$ cat config.mk
export PLATFORM = sky130hd
export DESIGN_NAME = wb2core_flat
export DESIGN_NICKNAME = d
export VERILOG_FILES = /design/src/rtl/wb2core_if.sv /design/src/rtl/wb2core.sv /design/src/flat_wrapper.sv
export SDC_FILE = /design/constraint.sdc
export NUM_CORES = 1
export LEC_CHECK = 0
export CAP_MARGIN = 20
export CORE_AREA = 2 2 83 85
export CTS_BUF_LIST = sky130_fd_sc_hd__clkbuf_8
export DETAILED_ROUTE_END_ITERATION = 7
export DIE_AREA = 0 0 85 87
export DONT_BUFFER_PORTS = 1
export GPL_ROUTABILITY_DRIVEN = 0
export PLACE_DENSITY = 0.37
export SLEW_MARGIN = 20
export SYNTH_ARGS = -nofsm -noshare
export SYNTH_HDL_FRONTEND = slang
export SYNTH_SLANG_ARGS = --single-unit
$ cat constraint.sdc
create_clock -name clk -period 1.7 [get_ports clk]
set_input_delay 0.085 -clock clk [delete_from_list [all_inputs] [get_ports clk]]
set_output_delay 0.085 -clock clk [all_outputs]
set_load 0.005 [all_outputs]
$ cat src/rtl/wb2core_if.sv
// Bus bundle between a pipelined Wishbone master and a req/gnt/rvalid
// device, with the bridge sitting on the slave modport.
interface wb2core_if;
    logic        wb_cyc;
    logic        wb_stb;
    logic        wb_we;
    logic [31:0] wb_adr;
    logic [3:0]  wb_sel;
    logic [31:0] wb_dat_i;
    logic        wb_stall;
    logic        wb_ack;
    logic        wb_err;
    logic [31:0] wb_dat_o;
    logic        core_req;
    logic        core_gnt;
    logic [31:0] core_addr;
    logic        core_we;
    logic [3:0]  core_be;
    logic [31:0] core_wdata;
    logic        core_rvalid;
    logic [31:0] core_rdata;
    logic        core_err;
    logic        proto_err;

    modport slave (
        input  wb_cyc, wb_stb, wb_we, wb_adr, wb_sel, wb_dat_i,
        output wb_stall, wb_ack, wb_err, wb_dat_o,
        output core_req, core_addr, core_we, core_be, core_wdata,
        input  core_gnt, core_rvalid, core_rdata, core_err,
        output proto_err
    );

    modport master (
        output wb_cyc, wb_stb, wb_we, wb_adr, wb_sel, wb_dat_i,
        input  wb_stall, wb_ack, wb_err, wb_dat_o,
        input  core_req, core_addr, core_we, core_be, core_wdata,
        output core_gnt, core_rvalid, core_rdata, core_err,
        input  proto_err
    );
endinterface

$ cat src/rtl/wb2core.sv
// Wishbone pipelined slave to req/gnt/rvalid core-memory bridge. Counts
// outstanding transfers and swallows responses orphaned by a cycle abort.
module wb2core #(
    parameter int MAX_OUTSTANDING = 2
) (
    input logic     clk,
    input logic     rst,
    wb2core_if.slave bus
);
    localparam int CW = $clog2(MAX_OUTSTANDING + 1);
    localparam logic [CW-1:0] MAX_CNT = CW'(MAX_OUTSTANDING);

    logic [CW-1:0] out_cnt_q, out_cnt_d;
    logic [CW-1:0] drop_cnt_q, drop_cnt_d;
    logic [CW-1:0] out_left;
    logic          proto_err_q, proto_err_d;
    logic          full, draining, accept;
    logic          rsp_drop, rsp_cur, rsp_orphan;

    assign bus.core_addr  = bus.wb_adr;
    assign bus.core_we    = bus.wb_we;
    assign bus.core_be    = bus.wb_sel;
    assign bus.core_wdata = bus.wb_dat_i;
    assign bus.wb_dat_o   = bus.core_rdata;
    assign bus.proto_err  = proto_err_q;

    always_comb begin
        full     = (out_cnt_q == MAX_CNT);
        draining = (drop_cnt_q != '0);

        // Gated by rst so request/termination outputs fall with reset itself.
        bus.core_req = ~rst & bus.wb_cyc & bus.wb_stb & ~full & ~draining;
        accept       = bus.core_req & bus.core_gnt;
        bus.wb_stall = full | draining | (bus.wb_stb & ~bus.core_gnt);

        // Orphaned responses take priority; they are older than anything current.
        rsp_drop   = bus.core_rvalid & draining;
        rsp_cur    = bus.core_rvalid & ~draining & (out_cnt_q != '0);
        rsp_orphan = bus.core_rvalid & ~draining & (out_cnt_q == '0);

        bus.wb_ack = ~rst & rsp_cur & ~bus.core_err;
        bus.wb_err = ~rst & rsp_cur & bus.core_err;

        out_left   = out_cnt_q - CW'(rsp_cur);
        drop_cnt_d = drop_cnt_q - CW'(rsp_drop);
        out_cnt_d  = out_left + CW'(accept);

        // Cycle dropped with transfers still in flight: their responses belong to nobody.
        if (!bus.wb_cyc && out_left != '0) begin
            drop_cnt_d = drop_cnt_d + out_left;
            out_cnt_d  = '0;
        end

        proto_err_d = proto_err_q | rsp_orphan;
    end

    always_ff @(posedge clk or posedge rst) begin
        if (rst) begin
            out_cnt_q   <= '0;
            drop_cnt_q  <= '0;
            proto_err_q <= 1'b0;
        end else begin
            out_cnt_q   <= out_cnt_d;
            drop_cnt_q  <= drop_cnt_d;
            proto_err_q <= proto_err_d;
        end
    end
endmodule

$ cat src/flat_wrapper.sv
// flat-port wrapper written by rule: the top's interface ports become plain ports
module wb2core_flat 
#(
    parameter int MAX_OUTSTANDING = 2
)
  (clk, rst, bus_wb_cyc, bus_wb_stb, bus_wb_we, bus_wb_adr, bus_wb_sel, bus_wb_dat_i, bus_wb_stall, bus_wb_ack, bus_wb_err, bus_wb_dat_o, bus_core_req, bus_core_addr, bus_core_we, bus_core_be, bus_core_wdata, bus_core_gnt, bus_core_rvalid, bus_core_rdata, bus_core_err, bus_proto_err);
  wb2core_if bus_i ();
  input logic clk;
  input logic rst;
  input wire logic [$bits(bus_i.wb_cyc)-1:0] bus_wb_cyc;
  input wire logic [$bits(bus_i.wb_stb)-1:0] bus_wb_stb;
  input wire logic [$bits(bus_i.wb_we)-1:0] bus_wb_we;
  input wire logic [$bits(bus_i.wb_adr)-1:0] bus_wb_adr;
  input wire logic [$bits(bus_i.wb_sel)-1:0] bus_wb_sel;
  input wire logic [$bits(bus_i.wb_dat_i)-1:0] bus_wb_dat_i;
  output wire logic [$bits(bus_i.wb_stall)-1:0] bus_wb_stall;
  output wire logic [$bits(bus_i.wb_ack)-1:0] bus_wb_ack;
  output wire logic [$bits(bus_i.wb_err)-1:0] bus_wb_err;
  output wire logic [$bits(bus_i.wb_dat_o)-1:0] bus_wb_dat_o;
  output wire logic [$bits(bus_i.core_req)-1:0] bus_core_req;
  output wire logic [$bits(bus_i.core_addr)-1:0] bus_core_addr;
  output wire logic [$bits(bus_i.core_we)-1:0] bus_core_we;
  output wire logic [$bits(bus_i.core_be)-1:0] bus_core_be;
  output wire logic [$bits(bus_i.core_wdata)-1:0] bus_core_wdata;
  input wire logic [$bits(bus_i.core_gnt)-1:0] bus_core_gnt;
  input wire logic [$bits(bus_i.core_rvalid)-1:0] bus_core_rvalid;
  input wire logic [$bits(bus_i.core_rdata)-1:0] bus_core_rdata;
  input wire logic [$bits(bus_i.core_err)-1:0] bus_core_err;
  output wire logic [$bits(bus_i.proto_err)-1:0] bus_proto_err;
  assign bus_i.wb_cyc = bus_wb_cyc;
  assign bus_i.wb_stb = bus_wb_stb;
  assign bus_i.wb_we = bus_wb_we;
  assign bus_i.wb_adr = bus_wb_adr;
  assign bus_i.wb_sel = bus_wb_sel;
  assign bus_i.wb_dat_i = bus_wb_dat_i;
  assign bus_wb_stall = bus_i.wb_stall;
  assign bus_wb_ack = bus_i.wb_ack;
  assign bus_wb_err = bus_i.wb_err;
  assign bus_wb_dat_o = bus_i.wb_dat_o;
  assign bus_core_req = bus_i.core_req;
  assign bus_core_addr = bus_i.core_addr;
  assign bus_core_we = bus_i.core_we;
  assign bus_core_be = bus_i.core_be;
  assign bus_core_wdata = bus_i.core_wdata;
  assign bus_i.core_gnt = bus_core_gnt;
  assign bus_i.core_rvalid = bus_core_rvalid;
  assign bus_i.core_rdata = bus_core_rdata;
  assign bus_i.core_err = bus_core_err;
  assign bus_proto_err = bus_i.proto_err;
  wb2core #(.MAX_OUTSTANDING(MAX_OUTSTANDING)) u_core (.clk(clk), .rst(rst), .bus(bus_i));
endmodule
---- Word-level counts from Yosys, hierarchy flattened ----
Cells that the tools add are included.
storage, ports and cells
  ROM bits ................................ 0
  latch bits .............................. 0
  memories kept ........................... 0
  memory bits (writable) .................. 0
  word-level logic and storage cells ...... 37
  bits in registers ....................... 5
operators by class
  multipliers ............................. 0
  bitwise logic cells ..................... 21
  shifts and indexed selects .............. 0
  divide/modulo/power cells ............... 0
  reductions and logical operators ........ 6
  $lt $le $gt $ge ......................... 0
  equality and inequality tests ........... 1
  mux-type cells .......................... 2
  $add $sub $neg .......................... 4
operators by type and width
  kind                                         count
  AND 1 bit                                    13
  nonzero test 2 bit                           3
  NOT 1 bit                                    5
  2-to-1 mux 2 bit                             2
  subtractor 2 x 1 -> 2 bit                    2
  OR 1 bit                                     3
  adder 2 x 1 -> 2 bit                         1
  adder 2 bit                                  1
  equality test 2 bit (second input constant)  1
  logical NOT 2 bit                            1
  logical AND 1 bit                            1
  logical NOT 1 bit                            1

---- Depth between registers and ports, before layout ----
  depth after elaboration ................. 8
  depth in mapped cells ................... 7
  mapped depth without buffers ............ 7

---- Worst setup path before layout ----
No wires, ideal clock.
  kind .................................... reg2reg
  start ................................... register u_core.drop_cnt_q[1]
  end ..................................... register u_core.drop_cnt_q[1]
  cell stages (with the launch flop) ...... 8
  setup time .............................. 80 ps
  clock period less this slack ............ 1808 ps
  path slack .............................. -108 ps
  data required time ...................... 1620 ps
  data arrival time ....................... 1728 ps
  path through ............................ dfrtp_1 > nor2_1 > nor2b_1 > ha_1 > inv_1 > o21ai_1 > a2111oi_2 > xnor2_1
on the way
  word-level cells in the longest chain between the ends .. 8
  elaborated cells between the ends (all ways) .. 11
  those cells by class .................... add/sub: 3; mux: 1; bitwise: 4; reduce/logical: 3
RTL lines
  item                                                                               RTL line       RTL
  start, declared                                                                    wb2core.sv:14  logic [CW-1:0] drop_cnt_q, drop_cnt_d;
  start signal, assigned                                                             wb2core.sv:64  drop_cnt_q <= drop_cnt_d;
  parallel branches: the longest is 7 deep, another holds subtractor 2 x 1 -> 2 bit  n/a
  2-to-1 mux 2 bit *                                                                 wb2core.sv:49  if (!bus.wb_cyc && out_left != '0) begin
  via u_core.drop_cnt_d[1]                                                           wb2core.sv:14
Mark *: on every way through the listed nets, which the timed path passes.

---- Worst setup path in the final report ----
  start ................................... register u_core.drop_cnt_q[0]
  end ..................................... register u_core.drop_cnt_q[1]
Same word-level chain as after synthesis.

==> reports/metrics.yaml <==
placed_cell_area_um2: 521.8
dp_slack_ns: 0.03158
synth_top_area_share_pct: 64.88
netlist_instances: 151
cellPowerDensity_mw_per_mm2: 1275
antenna_left: 0
crit_chain: "nor2_4 -> nor2b_1 -> ha_1 -> buf_4 -> nor3b_4 -> a2111oi_4 -> xnor2_1"
critPathCaptureType: "register"
first_iter_violations: 25
clk_pin_slew_ns: 0.04
p_leak_uw: 0.0002005
max-slew-margin-rel_pct: 73.04
grt_max_degree: 10
routed_wl_um: 2106
drv_slew: 0
h-tree-depth: 1
fp.dieW_um: 85
p_int_uw: 504.6
ys_types: 28
die_h_um: 87
netlist_area_mm2: 0.001169
cp.required_ns: 1.80
hold_viol: 0
track_usage_pct: 5.415
numCtsBuffers: 3
regArea_um2: 126.4
power.switching_uw: 286.5
crit_arrival_ns: 1.73
viasPerCell: 3.504
p_sw_share_pct: 36.21
dieArea_mm2: 0.007395
multi_input_area_um2: 282.8
drive_gt1_share_pct: 28.07
overflow: 0
synthTopCellsByArea: "buf_4, dfrtp_1, xnor2_1, inv_1, a21oi_1"
clockBufferDepth: 2
crit_path_max_fanout: 4
drv_cap: 0
wl_per_cell_um: 15.37
ys_warn_count: 0
start_util_pct: 17.79
syn_area_per_cell_um2: 7.739
skew_ns: 0.002645
drc: 0
nNetsFinal: 167
grt_pass1_vias: 512
io_buffers: 0
row_count: 30
place_hpwl_um: 1668
start_kind: "register"
pwr-share-seq_pct: 24.1
crit_slowest_cell: "dfrtp_2"
clock_latency_ns: 0.22
clockRootBuffer: "clkbuf_8"
finalSetupTns_ns: 0
fp.coreArea_mm2: 0.006569
outcome: "complete, no violations"
fin_crit_ns: 1.632
finalInstanceArea_um2: 620.6
worstHoldPathType: "in2reg"
ys_seq_elements: 5
tightestPinTransition_ns: 0.3988
areaGrowthSynthToFinish_pct: -46.90
grt_pass1_wl_um: 2898
ir_drop_mv: 0.4381
yosysSeqAreaShare_pct: 10.71
n_antenna_cell: 0
setup-violations-final: 0
crit_type: "reg2reg"
num_vias: 480
fin_ws_ns: 0.06818
first_pass_iters: 6
critPathMaxStageDelay_ns: 0.43
antenna_found_initial: 0
p_comb_share_pct: 48.9
syn-num-nets: 260
fillers: 754
cts.sinks: 5
fmax_mhz: 612.8
synth_area_leader_cell: "buf_4"
pwr-share-clk_pct: 27.0
tritoncts: "done"
final.period_utilization_pct: 95.99
pin_count: 214
rsz0062_at_grt: "yes"
whs_ns: 0.001258
==> cell usage after synthesis (all sizes together) <==
library cell,number
buf,102
dfrtp,5
inv,5
nand2,4
nor2,4
o21ai,4
a21oi,3
xnor2,3
clkbuf,2
nand3b,2
nor2b,2
a2111oi,1
a21boi,1
a31o,1
and4,1
ha,1
nand3,1
nor3,1
nor3b,1
nor4,1
nor4b,1
o21bai,1
o31a,1
o31ai,1
or3b,1
xor2,1
==> sequential cells by signal, indices dropped and copies added, names as in the netlist <==
name and count:
u_core.drop_cnt_q 2, u_core.bus.proto_err 1, u_core.out_cnt_q 2
==> timing repair <==
| action | 4_1_cts | 5_1_grt |
|---|---|---|
| buffers inserted | 0 | 2 |
| hold endpoints to repair | 5 | 0 |
| resized for setup | 0 | 6 |
| hold buffers | 1 | 0 |
| setup endpoints to repair | 0 | 1 |
==> worst paths after layout <==
| path | start | end | slack (ns) | cells past startpoint |
|---|---|---|---|---|
| worst min register to register | u_core.bus.proto_err | u_core.bus.proto_err | 0.53 | 1 |
| min in group asynchronous | rst | u_core.drop_cnt_q[1] | 0.22 | 2 |
| max in group asynchronous | rst | u_core.drop_cnt_q[0] | 1.26 | 2 |
| worst max-delay path | u_core.drop_cnt_q[0] | u_core.drop_cnt_q[1] | 0.07 | 7 |
| worst max register to register | u_core.drop_cnt_q[0] | u_core.drop_cnt_q[1] | 0.07 | 7 |
| worst min-delay path | bus_wb_cyc | u_core.out_cnt_q[0] | 0.001 | 2 |
==> placed cells by master (no fill, tap or decap), types with 2 or more instances in the layout <==
cell      Yosys  final
nand3b_1      2      2
o21ai_0       2      2
nor2b_1       2      2
buf_4       101      5
clkbuf_8      0      3
nor2_1        4      3
a21oi_1       3      3
xnor2_1       3      3
inv_1         5      5
dfrtp_1       5      4
nand2_1       4      4
==> worst max-delay path, delay by kind of cell, from the launching register on <==
family	cells	cell delay [ns]
simple gates	3	0.39
compound gates	1	0.07
xor+xnor	1	0.13
flops	1	0.43
buf+inv	1	0.16
fa+ha+maj	1	0.33
==> routing by layer <==
metal | track usage (%) | wire [um] | part of all wire, % | up-vias
met5 | 0 | 0 | 0 | -
met1 | 3.975 | 562 | 27 | 196
met3 | 3.507 | 345 | 16 | 50
met4 | 9.957 | 356 | 17 | 0
li1 | - | - | - | 191
met2 | 6.960 | 841 | 40 | 43
==> area by class of cell <==
class                      instances  area share (%)
timing repair buffer               6           7.661
clock inverter                     1          0.6048
inverter                           5           3.024
multi-input combinational         37           45.56
clock buffer                       3           6.653
tap                               80           16.13
sequential                         5           20.36
==> through the flow <==
step | total power [uW] | util [%] | instances
global placement | 497.5 | 7.943 | 130
finish | 791.1 | 9.448 | 137
floorplan | 579.5 | - | 151
global route | 854.2 | 9.448 | 137
detailed placement | 496.7 | 7.943 | 130
CTS | 718.9 | 8.781 | 135
==> cells by family after synthesis <==
| family | count (synthesis) | share of synthesized area (%) |
|---|---|---|
| buffers and inverters | 109 | 68.09 |
| AND/OR/NAND/NOR | 19 | 9.421 |
| AO/OA/AOI/OAI | 13 | 7.709 |
| flip-flops | 5 | 10.71 |
| XOR/XNOR | 4 | 2.998 |
| adder cells (fa/ha/maj) | 1 | 1.070 |
==> power by group through the flow <==
| stage | clock network, uW | logic, uW | registers (uW) |
|---|---|---|---|
| global route | 234 | 424 | 196 |
| global placement | 0 | 306 | 192 |
| floorplan | 0 | 390 | 190 |
| finish | 214 | 387 | 191 |
| CTS | 219 | 308 | 192 |
| detailed placement | 0 | 304 | 193 |
Note: power is estimated with default switching activity, not from simulation.
